### config.mk
export PLATFORM = sky130hd
export DESIGN_NAME = uart_rx_param
export DESIGN_NICKNAME = d
export VERILOG_FILES = /design/src/rtl/uart_rx_param.sv
export SDC_FILE = /design/constraint.sdc
export NUM_CORES = 1
export LEC_CHECK = 0
export CAP_MARGIN = 40
export CORE_MARGIN = 3
export CORE_UTILIZATION = 45
export DETAILED_ROUTE_END_ITERATION = 16
export GPL_ROUTABILITY_DRIVEN = 0
export PLACE_DENSITY_LB_ADDON = 0.15
export SETUP_SLACK_MARGIN = 0.15
export SLEW_MARGIN = 25
export SYNTH_ARGS = -nofsm -noshare
export SYNTH_HDL_FRONTEND = slang
export SYNTH_SLANG_ARGS = --single-unit
### constraint.sdc
create_clock -name clk -period 3.4 [get_ports clk]
set_clock_uncertainty 0.2 [all_clocks]
set_input_delay 0.68 -clock clk [delete_from_list [all_inputs] [get_ports clk]]
set_output_delay 0.68 -clock clk [all_outputs]
set_load 0.02 [all_outputs]
### src/rtl/uart_rx_param.sv
// Parametrised asynchronous serial receiver: oversampled majority-vote bit recovery,
// optional parity, one or two stop bits, and error/break/end-of-packet reporting.
module uart_rx_param #(
  parameter int DATA_BITS  = 8,
  parameter int OVERSAMPLE = 16,
  parameter int DIV_WIDTH  = 16,
  parameter int IDLE_BITS  = 2
) (
  input  logic                 clk,
  input  logic                 rst_n,
  input  logic [DIV_WIDTH-1:0] baud_div,
  input  logic [1:0]           parity_mode,
  input  logic                 stop2,
  input  logic                 rxd,
  output logic [DATA_BITS-1:0] rx_data,
  output logic                 rx_valid,
  output logic                 parity_err,
  output logic                 frame_err,
  output logic                 break_det,
  output logic                 rx_idle,
  output logic                 rx_eop
);

  localparam int SW  = $clog2(OVERSAMPLE);
  localparam int MID = OVERSAMPLE / 2;
  localparam int GW  = $clog2(IDLE_BITS * OVERSAMPLE + 1);
  localparam logic [SW-1:0] S_ZERO  = {SW{1'b0}};
  localparam logic [SW-1:0] S_ONE   = {{(SW-1){1'b0}}, 1'b1};
  localparam logic [SW-1:0] S_LAST  = SW'(OVERSAMPLE - 1);
  localparam logic [SW-1:0] S_VOTEA = SW'(MID - 1);
  localparam logic [SW-1:0] S_VOTEB = SW'(MID);
  localparam logic [SW-1:0] S_VOTEC = SW'(MID + 1);
  localparam logic [GW-1:0] GAP_SAT = GW'(IDLE_BITS * OVERSAMPLE);
  localparam logic [GW-1:0] G_ONE   = {{(GW-1){1'b0}}, 1'b1};
  localparam logic [GW-1:0] G_ZERO  = {GW{1'b0}};
  localparam logic [DIV_WIDTH-1:0] D_ZERO = {DIV_WIDTH{1'b0}};
  localparam logic [DIV_WIDTH-1:0] D_ONE  = {{(DIV_WIDTH-1){1'b0}}, 1'b1};
  localparam logic [3:0] BIT_LAST = 4'(DATA_BITS - 1);

  typedef enum logic [2:0] {
    IDLE     = 3'd0,
    START    = 3'd1,
    DATA     = 3'd2,
    PARITY   = 3'd3,
    STOP     = 3'd4,
    BRK_WAIT = 3'd5
  } state_t;

  function automatic logic maj3(input logic a, input logic b, input logic c);
    return (a & b) | (a & c) | (b & c);
  endfunction

  function automatic logic evenParity(input logic [DATA_BITS-1:0] d);
    return ^d;
  endfunction

  state_t               state, stateNext;
  logic                 rxdMeta, rxdSync;
  logic [DIV_WIDTH-1:0] divShadow, tickCnt;
  logic [1:0]           parShadow;
  logic                 stop2Shadow;
  logic [SW-1:0]        sCnt, pos;
  logic                 sampA, sampB, vote;
  logic                 tick, atVote, atWrap, parEn, lastStop, issue;
  logic [3:0]           bitCnt;
  logic                 stopIdx;
  logic [DATA_BITS-1:0] shiftReg;
  logic                 parErrR, frameErrR, allZeroR;
  logic [GW-1:0]        gapCnt, gapNext;

  // Next-state decode; pos is the sample position the current tick lands on.
  always_comb begin
    stateNext = state;
    issue     = 1'b0;
    tick      = (tickCnt == D_ZERO);
    if (sCnt == S_LAST) pos = S_ZERO;
    else                pos = sCnt + S_ONE;
    parEn    = (parShadow == 2'b01) || (parShadow == 2'b10);
    vote     = maj3(sampA, sampB, rxdSync);
    atVote   = tick && (pos == S_VOTEC);
    atWrap   = tick && (pos == S_ZERO);
    lastStop = stopIdx || !stop2Shadow;
    if (state != IDLE)                       gapNext = G_ZERO;
    else if (tick && (gapCnt != GAP_SAT))    gapNext = gapCnt + G_ONE;
    else                                     gapNext = gapCnt;
    case (state)
      IDLE:     if (tick && !rxdSync) stateNext = START; else stateNext = IDLE;
      START:    if (atVote && vote) stateNext = IDLE;
                else if (atWrap)    stateNext = DATA;
                else                stateNext = START;
      DATA:     if (atWrap && (bitCnt == BIT_LAST)) stateNext = parEn ? PARITY : STOP;
                else                                stateNext = DATA;
      PARITY:   if (atWrap) stateNext = STOP; else stateNext = PARITY;
      STOP: begin
        if (atVote && lastStop) begin
          issue     = 1'b1;
          stateNext = (allZeroR && !vote) ? BRK_WAIT : IDLE;
        end else begin
          stateNext = STOP;
        end
      end
      BRK_WAIT: if (tick && rxdSync) stateNext = IDLE; else stateNext = BRK_WAIT;
      default:  stateNext = IDLE;
    endcase
  end

  // State register.
  always_ff @(posedge clk) begin
    if (!rst_n) state <= IDLE;
    else        state <= stateNext;
  end

  // Synchroniser, tick divider and configuration shadowing (tracks inputs only while idle).
  always_ff @(posedge clk) begin
    if (!rst_n) begin
      rxdMeta     <= 1'b1;
      rxdSync     <= 1'b1;
      tickCnt     <= D_ZERO;
      divShadow   <= D_ZERO;
      parShadow   <= 2'b00;
      stop2Shadow <= 1'b0;
    end else begin
      rxdMeta <= rxd;
      rxdSync <= rxdMeta;
      if (tick) tickCnt <= divShadow;
      else      tickCnt <= tickCnt - D_ONE;
      if (state == IDLE) begin
        divShadow   <= baud_div;
        parShadow   <= parity_mode;
        stop2Shadow <= stop2;
      end
    end
  end

  // Frame datapath: sampling, shifting and error accumulation.
  always_ff @(posedge clk) begin
    if (!rst_n || (state == IDLE)) begin
      sCnt      <= S_ZERO;
      bitCnt    <= 4'd0;
      stopIdx   <= 1'b0;
      sampA     <= 1'b1;
      sampB     <= 1'b1;
      parErrR   <= 1'b0;
      frameErrR <= 1'b0;
      allZeroR  <= 1'b1;
      if (!rst_n) shiftReg <= {DATA_BITS{1'b0}};
    end else if (tick) begin
      sCnt <= pos;
      if (pos == S_VOTEA) sampA <= rxdSync;
      if (pos == S_VOTEB) sampB <= rxdSync;
      if (pos == S_VOTEC) begin
        case (state)
          DATA: begin
            shiftReg <= {vote, shiftReg[DATA_BITS-1:1]};
            allZeroR <= allZeroR & !vote;
          end
          PARITY: begin
            parErrR  <= vote != (evenParity(shiftReg) ^ (parShadow == 2'b10));
            allZeroR <= allZeroR & !vote;
          end
          STOP: begin
            frameErrR <= frameErrR | !vote;
            allZeroR  <= allZeroR & !vote;
          end
          default: ;
        endcase
      end
      if (pos == S_ZERO) begin
        case (state)
          DATA:    bitCnt  <= bitCnt + 4'd1;
          STOP:    stopIdx <= 1'b1;
          default: ;
        endcase
      end
    end
  end

  // Registered outputs and idle-gap tracking.
  always_ff @(posedge clk) begin
    if (!rst_n) begin
      gapCnt     <= GAP_SAT;
      rx_idle    <= 1'b1;
      rx_eop     <= 1'b0;
      rx_valid   <= 1'b0;
      rx_data    <= {DATA_BITS{1'b0}};
      parity_err <= 1'b0;
      frame_err  <= 1'b0;
      break_det  <= 1'b0;
    end else begin
      gapCnt   <= gapNext;
      rx_idle  <= (gapNext == GAP_SAT);
      rx_eop   <= (gapNext == GAP_SAT) && (gapCnt != GAP_SAT);
      rx_valid <= issue;
      if (issue) begin
        rx_data    <= shiftReg;
        parity_err <= parErrR;
        frame_err  <= frameErrR | !vote;
        break_det  <= allZeroR & !vote;
      end
    end
  end

endmodule

==> flow_summary.yaml, run 1 <==
status:
  outcome: "finished clean"
cts:
  path_clk_slew_ns: 0.08
  cts_resized: 0
  cts_tree: "built"
  cts_setup_buffers: 0
  clockRootBuffer: "clkbuf_8"
  clock_latency_ns: 0.36
  cts_sinks: 82
  numCtsBuffers: 9
  ctsHoldBuffers: 0
  cts.path.max_buffers: 2
  htree_levels: 3
setup_path:
  start_kind: "register"
  rrSetupSlack_ns: 0.62
  critPathKind: "register to register"
  crit_end: "bitCnt[2]$_SDFFE_PP0P_"
  critical_path_buf_inv_count: 2
  cp.arrival_ns: 2.86
  ff2ff_path_depth: 8
  slowest_stage: "or4b_1"
  cpLargestDelayFamily: "simple AND/OR/NAND/NOR gates"
  r2r_start: "tickCnt[0]$_SDFF_PN0_"
  crit_cells: 8
  path_cells: "inv_1, ha_1, nor3b_1, nand3_1, buf_4, or4b_1, or3_1, a21oi_1"
  slowest_delay_ns: 0.68
  crit-reg2reg-capture: "bitCnt[2]$_SDFFE_PP0P_"
  cp-end-kind: "register"
  crit_start: "tickCnt[0]$_SDFF_PN0_"
  crit_fanout: 13
  worst_ep_required_time_ns: 3.48
global_route:
  grt_max_degree: 47
  use_met3: 0.03015
  top_usage_layer: "met2"
  grt_pass1_wl_um: 14270
  antenna_found_initial: 0
  overflow: 0
  grt_usage: 0.1825
  grt_use_met2: 0.2889
  grt_use_met1: 0.2532
  grt_pass1_vias: 2935
detailed_routing:
  viasPerCell: 5.450
  vias: 3139
  finalWirelength_um: 8360
  wl_per_cell_um: 14.51
  firstDrtPassIters: 4
  first_iter_violations: 159
  ant_nets: 0
  drc: 0
sta:
  slew_violations: 0
  hold_viol_final: 0
  layout_min_cycle_time_ns: 2.781
  finalHoldWorstSlack_ns: 0.2336
  setup_viol: 0
  fin_crit_sh: 0.8180
  timing.final.ws_setup_ns: 0.6187
  max_slew_margin: 0.5411
  rsz0062_at_grt: "false"
  worst_pin_slew_ns: 0.6858
  max_freq_mhz: 359.5
  tns_ns: 0
floorplanning:
  io_pins: 36
  dieArea_um2: 9482
  die_w_um: 97.38
  die_y_um: 97.38
  initial_core_util: 0.4740
  core-area_um2: 7928
  num_rows: 32
synth:
  synth_top_cell_area_share: 0.3943
  synth-edff-count: 8
  ys_warn_count: 0
  syn_area_per_cell_um2: 8.482
  synth_area_leaders: "dfxtp_1 39%, nand2_1 7.6%, edfxtp_1 6.4%"
  seq_area_frac_synth: 0.4582
  syn-instance-count: 443
  synth.distinct_cells: 55
  async_flop_share: 0
  synth-seq-cells: 82
  synth_top_area_cell: "dfxtp_1"
  synth_fp_nets: 474
  synthFlopType: "dfxtp_1"
  synth_area_um2: 3757
power:
  power.switching_mw: 0.8793
  seqPwrFrac: 0.460
  power.internal_mw: 1.626
  power.leakage_nw: 1.630
  ir_drop_mv: 0.3061
  p_clk_frac: 0.261
  powerDensity_nw_per_um2: 572.8
  swShare: 0.3510
  combPwrFrac: 0.279
placed_design:
  place_hpwl_um: 5752
  io_buffers: 35
  dp_slack_ns: 0.6474
  placed_area_um2: 4193
job:
  timing.max_cap.violations: 0
cells_and_area:
  synthToLayoutAreaGrowth_pct: 16.38
  drive_above_1_share: 0.05907
  nets: 500
  finalInstanceArea_um2: 4373
  diodes: 0
min_path:
  hp-class: "register to register"
metrics by stage:
stage | total power [mW] | cells | utilization
2_1_floorplan | 1.695 | 443 | -
3_3_place_gp | 1.856 | 560 | 0.5289
3_5_place_dp | 1.859 | 560 | 0.5289
4_1_cts | 2.514 | 576 | 0.5516
5_1_grt | 2.665 | 576 | 0.5516
6_report | 2.505 | 576 | 0.5516
flip-flops by register name (all words and copies together), names as in the netlist, 2 cells and up:
signal     flops
state          3
sCnt           4
gapCnt         6
rx_data        8
parShadow      2
divShadow     16
bitCnt         4
shiftReg       8
tickCnt       16
cells in the final DEF, fill, tap and decap left out, types with 9 or more instances in the layout:
cell / Yosys / layout
a21oi_1: 40 / 40
clkbuf_8: 0 / 10
clkdlybuf4s50_1: 0 / 35
dfxtp_1: 74 / 74
ha_1: 9 / 9
inv_1: 12 / 12
nand2_1: 76 / 76
nand3_1: 13 / 13
nand4_1: 9 / 9
nor2_1: 36 / 36
nor3_1: 17 / 16
or3_1: 10 / 10
xnor2_1: 16 / 16
xor2_1: 9 / 9
per-layer routing:
metal | routed length (um) | share of wire
met5 | 0 | 0
met4 | 129 | 0.015
met3 | 355 | 0.042
met2 | 3888 | 0.47
met1 | 3987 | 0.48
how the worst min path moves through the flow:
stage / startpoint / end / slack (ns) / cells after the start
after floorplan: rxdMeta$_SDFF_PN1_ / rxdSync$_SDFF_PN1_ / 0.19 / 1
after detailed placement: rxdMeta$_SDFF_PN1_ / rxdSync$_SDFF_PN1_ / 0.22 / 1
after CTS: rxdMeta$_SDFF_PN1_ / rxdSync$_SDFF_PN1_ / 0.24 / 1
after global routing: rx_data[1]$_SDFFE_PN0P_ / rx_data[1]$_SDFFE_PN0P_ / 0.28 / 2
final: rxdMeta$_SDFF_PN1_ / rxdSync$_SDFF_PN1_ / 0.23 / 1
after global placement: rxdMeta$_SDFF_PN1_ / rxdSync$_SDFF_PN1_ / 0.20 / 1
power by group through the flow:
stage,Sequential [mW],Combinational [mW],Clock [mW]
floorplan,1.15,0.543,0
finish,1.15,0.699,0.655
CTS,1.15,0.697,0.666
detailed placement,1.17,0.688,0
global placement,1.17,0.689,0
global route,1.16,0.783,0.717
worst register-to-register path, cell delays in order, from the launching register on:
cell and delay, ns:
dfxtp_1 0.34, inv_1 0.06, ha_1 0.17, nor3b_1 0.43, nand3_1 0.12, buf_4 0.21
or4b_1 0.68, or3_1 0.36, a21oi_1 0.13
cell families (layout without fill, tap and decap cells):
| logic type | Yosys count | count (layout) | synth area share |
|---|---|---|---|
| buffers and inverters | 40 | 71 | 0.04062 |
| AOI/OAI and AO/OA | 83 | 83 | 0.1375 |
| xor gates and xnor gates | 26 | 26 | 0.06427 |
| and+or+nand+nor | 197 | 197 | 0.2534 |
| DFF | 82 | 82 | 0.4582 |
| adders and majority gates | 10 | 10 | 0.03263 |
| muxes | 5 | 5 | 0.01332 |
cell type report:
| type | count | area (um2) |
|---|---|---|
| tap | 102 | 127.6 |
| multi-input combinational | 321 | 1888 |
| clock inverter | 5 | 38.79 |
| timing repair buffer | 43 | 410.4 |
| clock buffer | 11 | 141.4 |
| sequential | 82 | 1722 |
| fill | 755 | 3555 |
| inverter | 12 | 45.04 |
cells in the mapped netlist (9+ instances only):
library cell / n
dfxtp_1: 74
clkbuf_1: 26
inv_1: 12
a21oi_1: 40
nor3_1: 17
nand2_1: 76
nand3_1: 13
nand4_1: 9
nor2_1: 36
or3_1: 10
xor2_1: 9
ha_1: 9
xnor2_1: 16
(Power assumes the default switching activity.)
==> run 2, diff against run 1 <==
- clock period: 3.4 -> 2.7 ns (I/O delays scaled with it)
==> flow_summary.yaml, run 2 (synthesized netlist as in run 1, its figures left out) <==
setup_path:
  rrSetupSlack_ns: 0.25
  worst_ep_required_time_ns: 2.78
  crit-reg2reg-capture: "bitCnt[3]$_SDFFE_PP0P_"
  cp.arrival_ns: 2.52
  cp-end-kind: "register"
  critPathKind: "register to register"
  ff2ff_path_depth: 6
  r2r_start: "sCnt[0]$_SDFFE_PP0P_"
  start_kind: "register"
  crit_fanout: 7
  crit_start: "sCnt[0]$_SDFFE_PP0P_"
floorplanning:
  num_rows: 32
  io_pins: 36
  die_w_um: 97.38
  core-area_um2: 7928
  die_y_um: 97.38
  dieArea_um2: 9482
  initial_core_util: 0.4740
global_route:
  grt_max_degree: 44
  grt_pass1_vias: 2971
  grt_pass1_wl_um: 14080
  antenna_found_initial: 0
  overflow: 0
  grt_usage: 0.1790
min_path:
  min_path_cells: 1
  min-delay-start: "rxdMeta$_SDFF_PN1_"
  hp-class: "register to register"
  hold-path-endpoint: "rxdSync$_SDFF_PN1_"
cts:
  cts.path.max_buffers: 2
  cts_sinks: 82
  ctsHoldBuffers: 0
  clockRootBuffer: "clkbuf_8"
  cts_tree: "built"
  htree_levels: 3
  numCtsBuffers: 9
  path_clk_slew_ns: 0.09
  clock_latency_ns: 0.35
placed_design:
  place_hpwl_um: 5821
  placed_area_um2: 4257
  dp_slack_ns: 0.08502
  io_buffers: 35
power:
  power.internal_mw: 2.137
  seqPwrFrac: 0.441
  swShare: 0.3503
  p_clk_frac: 0.266
  power.switching_mw: 1.152
  ir_drop_mv: 0.4140
  combPwrFrac: 0.293
  power.leakage_nw: 1.683
  powerDensity_nw_per_um2: 732.9
sta:
  timing.final.ws_setup_ns: 0.2529
  tns_ns: 0
  max_slew_margin: 0.6401
  fin_crit_sh: 0.9063
  worst_pin_slew_ns: 0.5357
  setup_viol: 0
  layout_min_cycle_time_ns: 2.447
  max_freq_mhz: 408.7
  rsz0062_at_grt: "false"
  finalHoldWorstSlack_ns: 0.2486
  hold_viol_final: 0
  slew_violations: 0
detailed_routing:
  wl_per_cell_um: 14.14
  vias: 3150
  finalWirelength_um: 8258
  viasPerCell: 5.394
  top_layer: "met4"
  m1WireLength_um: 4087
  ant_nets: 0
  drc: 0
  routed-wl-met2_um: 3760
  first_iter_violations: 220
  met3WireLength_um: 304
  firstDrtPassIters: 4
cells_and_area:
  final_cell_mix: "76 x nand2_1, 73 x dfxtp_1, 40 x a21oi_1, 36 x nor2_1, 35 x clkdlybuf4s50_1"
  fin_util: 0.5661
  nFillCells: 738
  final_common_cell: "nand2_1"
  synthToLayoutAreaGrowth_pct: 19.45
  diodes: 0
  nets: 508
  top_regs: "divShadow (16), tickCnt (16)"
  drive_above_1_share: 0.08921
  finalInstanceArea_um2: 4488
job:
  timing.max_cap.violations: 0
status:
  outcome: "finished clean"
[run 2: cell types whose count changed in the layout (fill, tap and decap cells not counted), moves of 2 or more]
| cell | previous run | this run |
|---|---|---|
| buf_4 | 8 | 16 |
| inv_6 | 1 | 3 |
| nor4_1 | 2 | 0 |
| nor4_2 | 1 | 3 |
[run 2: stage by stage]
stage | power (mW) | instances
finish | 3.289 | 584
CTS | 3.274 | 584
global placement | 2.386 | 568
global route | 3.488 | 584
floorplan | 2.134 | 443
detailed placement | 2.391 | 568
[run 2: power by group through the flow]
stage / combinational (mW) / sequential [mW] / clock (mW)
detailed placement: 0.921 / 1.47 / 0
finish: 0.963 / 1.45 / 0.875
CTS: 0.934 / 1.44 / 0.896
global placement: 0.920 / 1.47 / 0
floorplan: 0.684 / 1.45 / 0
global route: 1.07 / 1.47 / 0.949
[run 2: how the worst max path moves through the flow]
stage | end | slack, ns | cells past startpoint
6_report | bitCnt[3]$_SDFFE_PP0P_ | 0.25 | 6
4_1_cts | bitCnt[2]$_SDFFE_PP0P_ | 0.22 | 6
3_3_place_gp | bitCnt[2]$_SDFFE_PP0P_ | 0.17 | 7
2_1_floorplan | shiftReg[0]$_SDFFCE_PP0P_ | 0.27 | 7
5_1_grt | bitCnt[2]$_SDFFE_PP0P_ | 0.17 | 6
3_5_place_dp | bitCnt[2]$_SDFFE_PP0P_ | 0.09 | 7
[run 2: timing repair]
item / in CTS / in global routing
gates cloned: 0 / 0
endpoints found under the setup margin: 2 / 4
hold endpoints to repair: 0 / 0
setup buffers: 0 / 0
gates resized for setup: 3 / 5
[run 2: area by class of cell]
type,count,area (um2),area share
Clock inverter,5,42.54,0.009479
Tap cell,102,127.6,0.02844
Sequential cell,82,1723,0.3839
Multi-Input combinational cell,321,1927,0.4293
Clock buffer,11,152.6,0.03401
Inverter,12,45.04,0.01004
Timing Repair Buffer,51,470.5,0.1048
[run 2: layer usage]
metal | track usage | up-vias
met5 | 0 | -
met2 | 0.2757 | 59
li1 | - | 1609
met3 | 0.02943 | 10
met4 | 0.07348 | 0
met1 | 0.2492 | 1472
[run 2: worst max-delay path, cell delays in order, from the launching register on]
cell and delay (ns):
dfxtp_1 0.43, ha_2 0.27, nor2b_1 0.06, a221o_1 0.35, or4b_4 0.59, or3_1 0.33
a21oi_1 0.14
